==> config.mk <==
export PLATFORM = sky130hd
export DESIGN_NAME = image_readout
export DESIGN_NICKNAME = d
export VERILOG_FILES = /design/src/rtl/readout_pkg.sv /design/src/rtl/readout_fifo.sv /design/src/rtl/image_readout.sv
export SDC_FILE = /design/constraint.sdc
export NUM_CORES = 1
export LEC_CHECK = 0
export ABC_CLOCK_PERIOD_IN_PS = 2550
export CAP_MARGIN = 20
export CORE_ASPECT_RATIO = 0.6
export CORE_MARGIN = 4
export CORE_UTILIZATION = 45
export CTS_CLUSTER_SIZE = 10
export DETAILED_ROUTE_END_ITERATION = 10
export PLACE_DENSITY_LB_ADDON = 0.12
export SYNTH_ARGS = -nofsm -noshare
export SYNTH_HDL_FRONTEND = slang
export SYNTH_SLANG_ARGS = --single-unit
==> constraint.sdc <==
create_clock -name clk -period 2.55 [get_ports clk]
set_clock_uncertainty 0.05 [all_clocks]
set_input_delay 0.765 -clock clk [delete_from_list [all_inputs] [get_ports clk]]
set_output_delay 0.765 -clock clk [all_outputs]
set_load 0.02 [all_outputs]
==> src/rtl/readout_pkg.sv <==
// Shared types and constants for the image RAM readout path.
package readout_pkg;

    typedef enum logic [1:0] {
        IDLE,
        READ,
        DRAIN,
        DONE
    } state_t;

    localparam int unsigned N_DEF     = 8;
    localparam int unsigned PIX_TOTAL = N_DEF * N_DEF;

    function automatic int unsigned pix_total(input int unsigned n);
        return n * n;
    endfunction

endpackage

==> src/rtl/readout_fifo.sv <==
// Small synchronous FIFO that buffers RAM read data for the pixel stream.
module readout_fifo
    import readout_pkg::*;
#(
    parameter int unsigned DEPTH  = 3,
    parameter int unsigned DATA_W = 8,
    localparam int unsigned CW    = $clog2(DEPTH + 1),
    localparam int unsigned PW    = (DEPTH > 1) ? $clog2(DEPTH) : 1
) (
    input  logic              clk,
    input  logic              rst_n,
    input  logic              push,
    input  logic              pop,
    input  logic [DATA_W-1:0] din,
    output logic [DATA_W-1:0] dout,
    output logic [CW-1:0]     count,
    output logic              empty,
    output logic              full
);

    logic [DATA_W-1:0] r_mem [DEPTH];
    logic [PW-1:0]     r_wp;
    logic [PW-1:0]     r_rp;
    logic [CW-1:0]     r_count;

    // Pointers wrap explicitly so non-power-of-two depths work.
    function automatic logic [PW-1:0] nxt(input logic [PW-1:0] p);
        return (p == PW'(DEPTH - 1)) ? '0 : p + PW'(1);
    endfunction

    always_ff @(posedge clk or negedge rst_n) begin
        if (!rst_n) begin
            for (int unsigned i = 0; i < DEPTH; i++) begin
                r_mem[i] <= '0;
            end
            r_wp    <= '0;
            r_rp    <= '0;
            r_count <= '0;
        end else begin
            if (push) begin
                r_mem[r_wp] <= din;
                r_wp        <= nxt(r_wp);
            end
            if (pop) begin
                r_rp <= nxt(r_rp);
            end
            case ({push, pop})
                2'b10:   r_count <= r_count + CW'(1);
                2'b01:   r_count <= r_count - CW'(1);
                default: r_count <= r_count;
            endcase
        end
    end

    always_ff @(posedge clk) begin
        if (rst_n) begin
            assert (!(push && full && !pop));
            assert (!(pop && empty));
        end
    end

    assign dout  = r_mem[r_rp];
    assign count = r_count;
    assign empty = (r_count == '0);
    assign full  = (r_count == CW'(DEPTH));

endmodule

==> src/rtl/image_readout.sv <==
// Sweeps the N*N image RAM in raster order and streams pixels over valid/ready
// with row-end and frame-end markers; a credit check keeps the FIFO from overflowing.
module image_readout
    import readout_pkg::*;
#(
    parameter int unsigned N          = N_DEF,
    parameter int unsigned bitSize    = $clog2(N * N),
    parameter int unsigned DATA_W     = 8,
    parameter int unsigned FIFO_DEPTH = 3
) (
    input  logic               clk,
    input  logic               rst_n,
    input  logic               start,
    output logic               busy,
    output logic               done,
    output logic               rd_en,
    output logic [bitSize-1:0] rd_addr,
    input  logic [DATA_W-1:0]  rd_data,
    output logic [DATA_W-1:0]  out_data,
    output logic               out_valid,
    input  logic               out_ready,
    output logic               out_last,
    output logic               out_eol
);

    localparam int unsigned PIX = pix_total(N);
    localparam int unsigned CB  = $clog2(N);
    localparam int unsigned FCW = $clog2(FIFO_DEPTH + 1);

    state_t             r_state;
    logic [bitSize-1:0] r_addr;
    logic               r_pend;
    logic [bitSize:0]   r_pix;
    logic [CB-1:0]      r_col;
    logic [CB-1:0]      r_row;

    logic [FCW-1:0]     w_count;
    logic               w_empty;
    logic               w_full;
    logic [DATA_W-1:0]  w_head;
    logic               w_rd;
    logic               w_xfer;
    logic               w_last;
    logic               w_addr_end;

    // A read in flight owns a FIFO slot, so it counts against the space.
    assign w_rd       = (r_state == READ) && ((32'(w_count) + 32'(r_pend)) < FIFO_DEPTH);
    assign w_xfer     = !w_empty && out_ready;
    assign w_last     = (r_pix == (bitSize + 1)'(PIX - 1));
    assign w_addr_end = (r_addr == bitSize'(PIX - 1));

    readout_fifo #(
        .DEPTH  (FIFO_DEPTH),
        .DATA_W (DATA_W)
    ) u_fifo (
        .clk   (clk),
        .rst_n (rst_n),
        .push  (r_pend),
        .pop   (w_xfer),
        .din   (rd_data),
        .dout  (w_head),
        .count (w_count),
        .empty (w_empty),
        .full  (w_full)
    );

    always_ff @(posedge clk or negedge rst_n) begin
        if (!rst_n) begin
            r_state <= IDLE;
            r_addr  <= '0;
            r_pend  <= 1'b0;
            r_pix   <= '0;
            r_col   <= '0;
            r_row   <= '0;
        end else begin
            r_pend <= w_rd;
            // Address holds at the last pixel instead of wrapping within a frame.
            if (w_rd && !w_addr_end) begin
                r_addr <= r_addr + bitSize'(1);
            end
            if (w_xfer) begin
                r_pix <= r_pix + (bitSize + 1)'(1);
                if (r_col == CB'(N - 1)) begin
                    r_col <= '0;
                    r_row <= r_row + CB'(1);
                end else begin
                    r_col <= r_col + CB'(1);
                end
            end
            case (r_state)
                IDLE: begin
                    if (start) begin
                        r_state <= READ;
                        r_addr  <= '0;
                        r_pix   <= '0;
                        r_col   <= '0;
                        r_row   <= '0;
                    end
                end
                READ:    if (w_rd && w_addr_end) r_state <= DRAIN;
                DRAIN:   if (w_xfer && w_last) r_state <= DONE;
                DONE:    r_state <= IDLE;
                default: r_state <= IDLE;
            endcase
        end
    end

    always_ff @(posedge clk) begin
        if (rst_n && w_xfer && w_last) begin
            assert (r_row == CB'(N - 1) && r_col == CB'(N - 1));
        end
    end

    assign busy      = (r_state != IDLE);
    assign done      = (r_state == DONE);
    assign rd_en     = w_rd;
    assign rd_addr   = r_addr;
    assign out_valid = !w_empty;
    assign out_data  = w_head;
    assign out_eol   = !w_empty && (r_col == CB'(N - 1));
    assign out_last  = !w_empty && w_last;

endmodule

* Word level (Yosys, flattened, before mapping)
Index checks and enable logic that the tools add are counted.
** Operators by class
- Add/sub/neg operators :: 8
- $lt $le $gt $ge :: 4
- Eq/ne operators :: 13
- Mux-type cells :: 23
- Bitwise gates (word level) :: 2
- Reduce and logical (&&, ||, !) cells :: 15
** Operator list (number)
- 24-bit bitwise mux :: 1
- 8-bit 2-to-1 mux :: 3
- 7-bit 2-to-1 mux :: 3
- 6-bit 2-to-1 mux :: 3
- 8-bit binary-select mux with 2-bit select :: 1
- 8-bit demux with 2-bit select :: 1
- 3-bit 2-to-1 mux :: 4
- 2-bit equality test (second input constant) :: 5
- 2-bit 2-to-1 mux :: 5
- 1-bit logical AND :: 8
- 2-bit one-hot mux with 4 select lines :: 1
- 7-bit by 1-bit adder with 7-bit output (second input constant) :: 1
- 7-bit by 6-bit equality test with 1-bit output (second input constant) :: 1
- 2-bit by 1-bit adder with 2-bit output (second input constant) :: 3
- 6-bit by 1-bit adder with 6-bit output (second input constant) :: 1
- 6-bit equality test (second input constant) :: 1
- 3-bit >= comparator (second input constant) :: 2
- 2-bit NOT with 3-bit output :: 2
- 2-bit by 1-bit equality test with 1-bit output (second input constant) :: 2
- 2-bit logical NOT :: 2
- 2-bit inequality test (second input constant) :: 2
- 2-bit one-hot mux with 2 select lines :: 1
- 2-bit nonzero test :: 2
- 2-bit by 1-bit adder with 3-bit output :: 1
- 8 further kinds :: 9
** Word-level totals
- Bits in registers :: 49
- Input bits :: 12
- Output and inout bits :: 20
- Logic and storage cells :: 76

* Longest topological paths before layout
- Depth in word-level cells :: 7
- Gate-level depth with buffers :: 8

* Modules after synthesis
Synthesis repeated with hierarchy kept, for this count alone.
** Unflattened totals
- Cells, all modules :: 212
- Area total of the unflattened synthesis :: 2431.1 µm²
** Modules (own cells, without submodules)
- readout_fifo :: instances 1, cells each 100, area an instance 1357.6 µm², sequential area each 750.7 µm²
- image_readout :: instances 1, cells each 112, area an instance 1073.5 µm², sequential area each 475.5 µm²

* Worst setup path after synthesis
Ideal clock, no wire load.
- Kind :: reg-to-output
- Start :: register u_fifo.r_count[0], in the netlist u_fifo.count[0]
- End :: output port rd_en
- Data arrival time :: 1.410 ns
- Slack :: 0.325 ns
- Stages on the path, launching flop included :: 7
- Buffers on the path :: 1
- Path through :: dfrtp_1 ha_1 ha_1 nand2_1 nand2_1 clkbuf_1 inv_1
** On the way
- Longest elaborated chain between the ends :: 3
** RTL lines
- start: declaration :: RTL line readout_fifo.sv:24 : logic [CW-1:0] r_count;
- start signal: assignment :: RTL line readout_fifo.sv:48 : 2'b10: r_count <= r_count + CW'(1);
- start signal: assignment :: RTL line readout_fifo.sv:49 : 2'b01: r_count <= r_count - CW'(1);
- start signal: assignment :: RTL line readout_fifo.sv:50 : default: r_count <= r_count;
- 2-bit by 1-bit adder with 3-bit output :: RTL line image_readout.sv:47 : assign w_rd = (r_state == READ) && ((32'(w_count) + 32'(r_pend)) < FIFO_DEPTH);
- 3-bit by 2-bit less-than comparator with 1-bit output :: RTL line image_readout.sv:47
- 1-bit logical AND :: RTL line image_readout.sv:47
- end: declaration :: RTL line image_readout.sv:16 : output logic rd_en,
Every way passes these cells.

* Worst setup path after layout
- Start :: register u_fifo.r_count[0], in the netlist u_fifo.count[0]
- End :: output port out_eol
** On the way
- Longest elaborated chain between the ends :: 3
** RTL lines
- 2-bit logical NOT :: RTL line readout_fifo.sv:64 : assign empty = (r_count == '0);
- 1-bit logical NOT :: RTL line image_readout.sv:120 : assign out_eol = !w_empty && (r_col == CB'(N - 1));
- 1-bit logical AND :: RTL line image_readout.sv:120
- end: declaration :: RTL line image_readout.sv:23 : output logic out_eol
Every way passes these cells.

==> results by group <==
Critical path
  • Worst path cell trace: buf_4 -> or2_2 -> and2_1 -> dlygate4sd2_1
  • CP Capture Type: primary output
  • CP peak stage delay: 400 ps
  • Crit path max-delay family: buffers and inverters
  • Max stage delay cell, worst path: dfrtp_1
  • Worst path bufs/invs: 2
  • Setup CP Type: reg -> out
  • CP Max Fanout: 5
  • Worst r2r src: r_pix[0]$_DFF_PN0_
  • CP arrival: 1610 ps
  • Crit path from: u_fifo.count[0]$_DFFE_PN0P_
  • CP required: 1740 ps
  • Startpoint types: flop

Synthesis
  • Number of synthesized register bits: 49
  • Synth Area in XOR/XNOR: 0.0297
  • Post-synth ARST share: 1.00
  • Number of synthesized flops with an enable pin: 0
  • Cells after synthesis: 209
  • Syn avg cell area: 11.3 µm²
  • Mux contribution to synthesized area: 0.155
  • Synth Warn #: 0
  • Synth area leaders: dfrtp_1, mux2_2, ha_1
  • Cell area after synthesis: 2360 µm²
  • Largest area contributor in the netlist: dfrtp_1
  • Synth unique cells: 36
  • Post-Synth Adder-Cell Area: 0.0637
  • Simple-gate share of the synthesized area: 0.123
  • Compound-Gate Fraction of Synth Area: 0.0849
  • Post-synth top area share: 0.520
  • Synth Flop Type: dfrtp_1
  • Largest family of logic cells by synthesized area: multiplexers
  • Mapped Nets: 233
  • Seq/Total Area, Yosys: 0.520

CTS
  • Clk sinks: 49
  • TritonCTS buffer count: 5
  • Post-CTS Setup Inserts: 0
  • H-tree depth: 2
  • CTS tree: built
  • Worst-Skew Late Latency: 290 ps
  • CTS clk-pin slew, worst paths: 80 ps
  • Worst-case clock buffer depth: 2
  • CTS Root Cell: clkbuf_8

Die
  • Std-Cell Rows: 20
  • Die width: 101 µm
  • Num ports: 32
  • Core Area: 5050 µm²
  • Die area: 6500 µm²
  • DIE HEIGHT: 64.1 µm
  • Initial Util: 0.466

Place
  • Place WS: -66.2 ps
  • Dpl hpwl: 3430 µm
  • IO buf count: 31
  • Cells after DPL: 312
  • Placed Area: 2830 µm²
  • RePlAce Congestion: 0.755

Power
  • PD cells: 1180 nW/µm²
  • P_leak: 1.32 nW
  • Worst vdd ir: 0.616 mV

Run status
  • Status: finished clean

Routing
  • # DRC: 0
  • Drt wl/cell: 14.6 µm
  • Final ANT Viol Nets: 0
  • 1st-iter DRT viols: 51
  • Drt total wl: 4660 µm
  • Drt first pass iters: 4
  • Vias per Instance: 5.17
  • Vias post-DR: 1653

Min path
  • Worst hold path type: in -> async

STA
  • Max Clk Rate: 412 MHz
  • Endpoints failing setup: 0
  • Max-slew violation count: 0
  • Final WS setup: 120 ps
  • Final period util: 0.953
  • Slew HR: 0.615
  • RSZ-0062 raised after global routing: false
  • Slew @ Worst Pin: 577 ps
  • Hold Vio Cnt, Final: 0
  • Min Tclk post-route: 2430 ps

Global routing
  • GRT overflow: 0
  • Largest net degree at the start of global routing: 27
  • Vias in the first global route: 1672
  • GRT Total Usage: 0.162
  • Global-route wire length before repair: 8160 µm
  • Initial antenna violation count: 0

Final layout
  • Final Cell Area: 2900 µm²
  • Layout area overhead: 23.1%
  • Fraction of layout cells with a size suffix above 1: 0.193
  • Diodes inserted: 0
  • Non-filler cells, final: 320
  • Final Util: 0.574
  • Layout Nets: 277

Flow run
  • Max cap viols: 0
[placed cells by master (no fill, tap or decap), types with 2 or more instances in the layout]
cell              n
a21o_1            2
a21oi_1          12
and2_1            3
buf_4            13
clkbuf_1          3
clkbuf_8          5
clkdlybuf4s50_1  17
dfrtp_1          49
dlygate4sd2_1    10
dlymetal6s2s_1    2
ha_1             12
inv_1             6
mux2_2           23
mux2i_1           8
nand2_1          21
nand3_1           5
nand3b_1          2
nand4_1           3
nor2_1            9
nor3_1            3
o21ai_0          12
o31ai_1           2
or3_1             4
or4_1             2
xnor2_1           3
xor2_1            5
[path summary, 6_finish.rpt]
kind                                                    end  slack, ps  depth (start not counted)
min in group clk                u_fifo.r_mem[5]$_DFFE_PN0P_        450                          1
worst min register to register  u_fifo.r_mem[5]$_DFFE_PN0P_        450                          1
worst max-delay path                                out_eol        120                          4
max in group asynchronous                r_pix[0]$_DFF_PN0_       1510                          2
worst min-delay path                   rd_addr[2]$_DFF_PN0_        410                          1
worst max register to register       r_state[1]$_DFFE_PN0P_        530                          5
[registers in the layout, summed over array words and instances, names as in the netlist]
register / cells
u_fifo.r_wp: 2
r_col: 3
u_fifo.r_rp: 2
r_pend: 1
r_pix: 7
u_fifo.r_mem: 24
u_fifo.count: 2
rd_addr: 6
r_state: 2
[timing repair]
action | in CTS | in global routing
pin swaps | 0 | 0
hold buffers | 0 | 0
setup endpoints to repair | 11 | 3
gates resized for setup | 11 | 5
[final cells by class]
class | count | area (µm²)
well taps | 66 | 82.6
flip-flops and latches | 49 | 1230
repair buffers | 45 | 410
clock buffers | 8 | 80.1
fillers | 449 | 2150
multi-input cells | 145 | 1080
inverters | 7 | 26.3
[cell families (layout without fill, tap and decap cells)]
kind of cell,Yosys count,count (layout)
compound gates,34,34
fa+ha+maj,12,12
buf+inv,15,60
flops,49,49
simple gates,58,58
xor+xnor,8,8
mux,33,33
[power by group]
| group | switching (mW) | internal, mW | leakage, nW |
|---|---|---|---|
| Sequential | 0.209 | 1.11 | 0.606 |
| Combinational | 0.856 | 0.806 | 0.676 |
| Clock | 0.235 | 0.195 | 0.0395 |
| Total | 1.30 | 2.11 | 1.32 |
[layer usage]
| layer | vias to the layer above | part of all wire | GRT usage |
|---|---|---|---|
| li1 | 823 | - | - |
| met1 | 806 | 0.55 | 0.249 |
| met2 | 19 | 0.41 | 0.224 |
| met3 | 5 | 0.029 | 0.0403 |
| met4 | 0 | 0.0094 | 0.0448 |
| met5 | - | 0 | 0 |
[metrics by stage]
stage	power (mW)	hold slack, ps	TNS, ps
after floorplan	2.38	414	0
after global placement	3.06	430	-56.0
after detailed placement	3.09	435	-66.2
after CTS	3.45	425	0
after global routing	3.69	452	0
final	3.41	411	0
[synthesized netlist by cell type, drive strengths merged, types with 3 or more instances]
library cell,instances
mux2i,8
o21ai,13
xor2,5
dfrtp,49
and2,3
ha,12
clkbuf,6
mux2,25
a21oi,12
nand2,21
or3,4
xnor2,3
nand4,3
nor3,4
nor2,9
inv,7
nand3,5
Power figures use the tool's default switching activity.
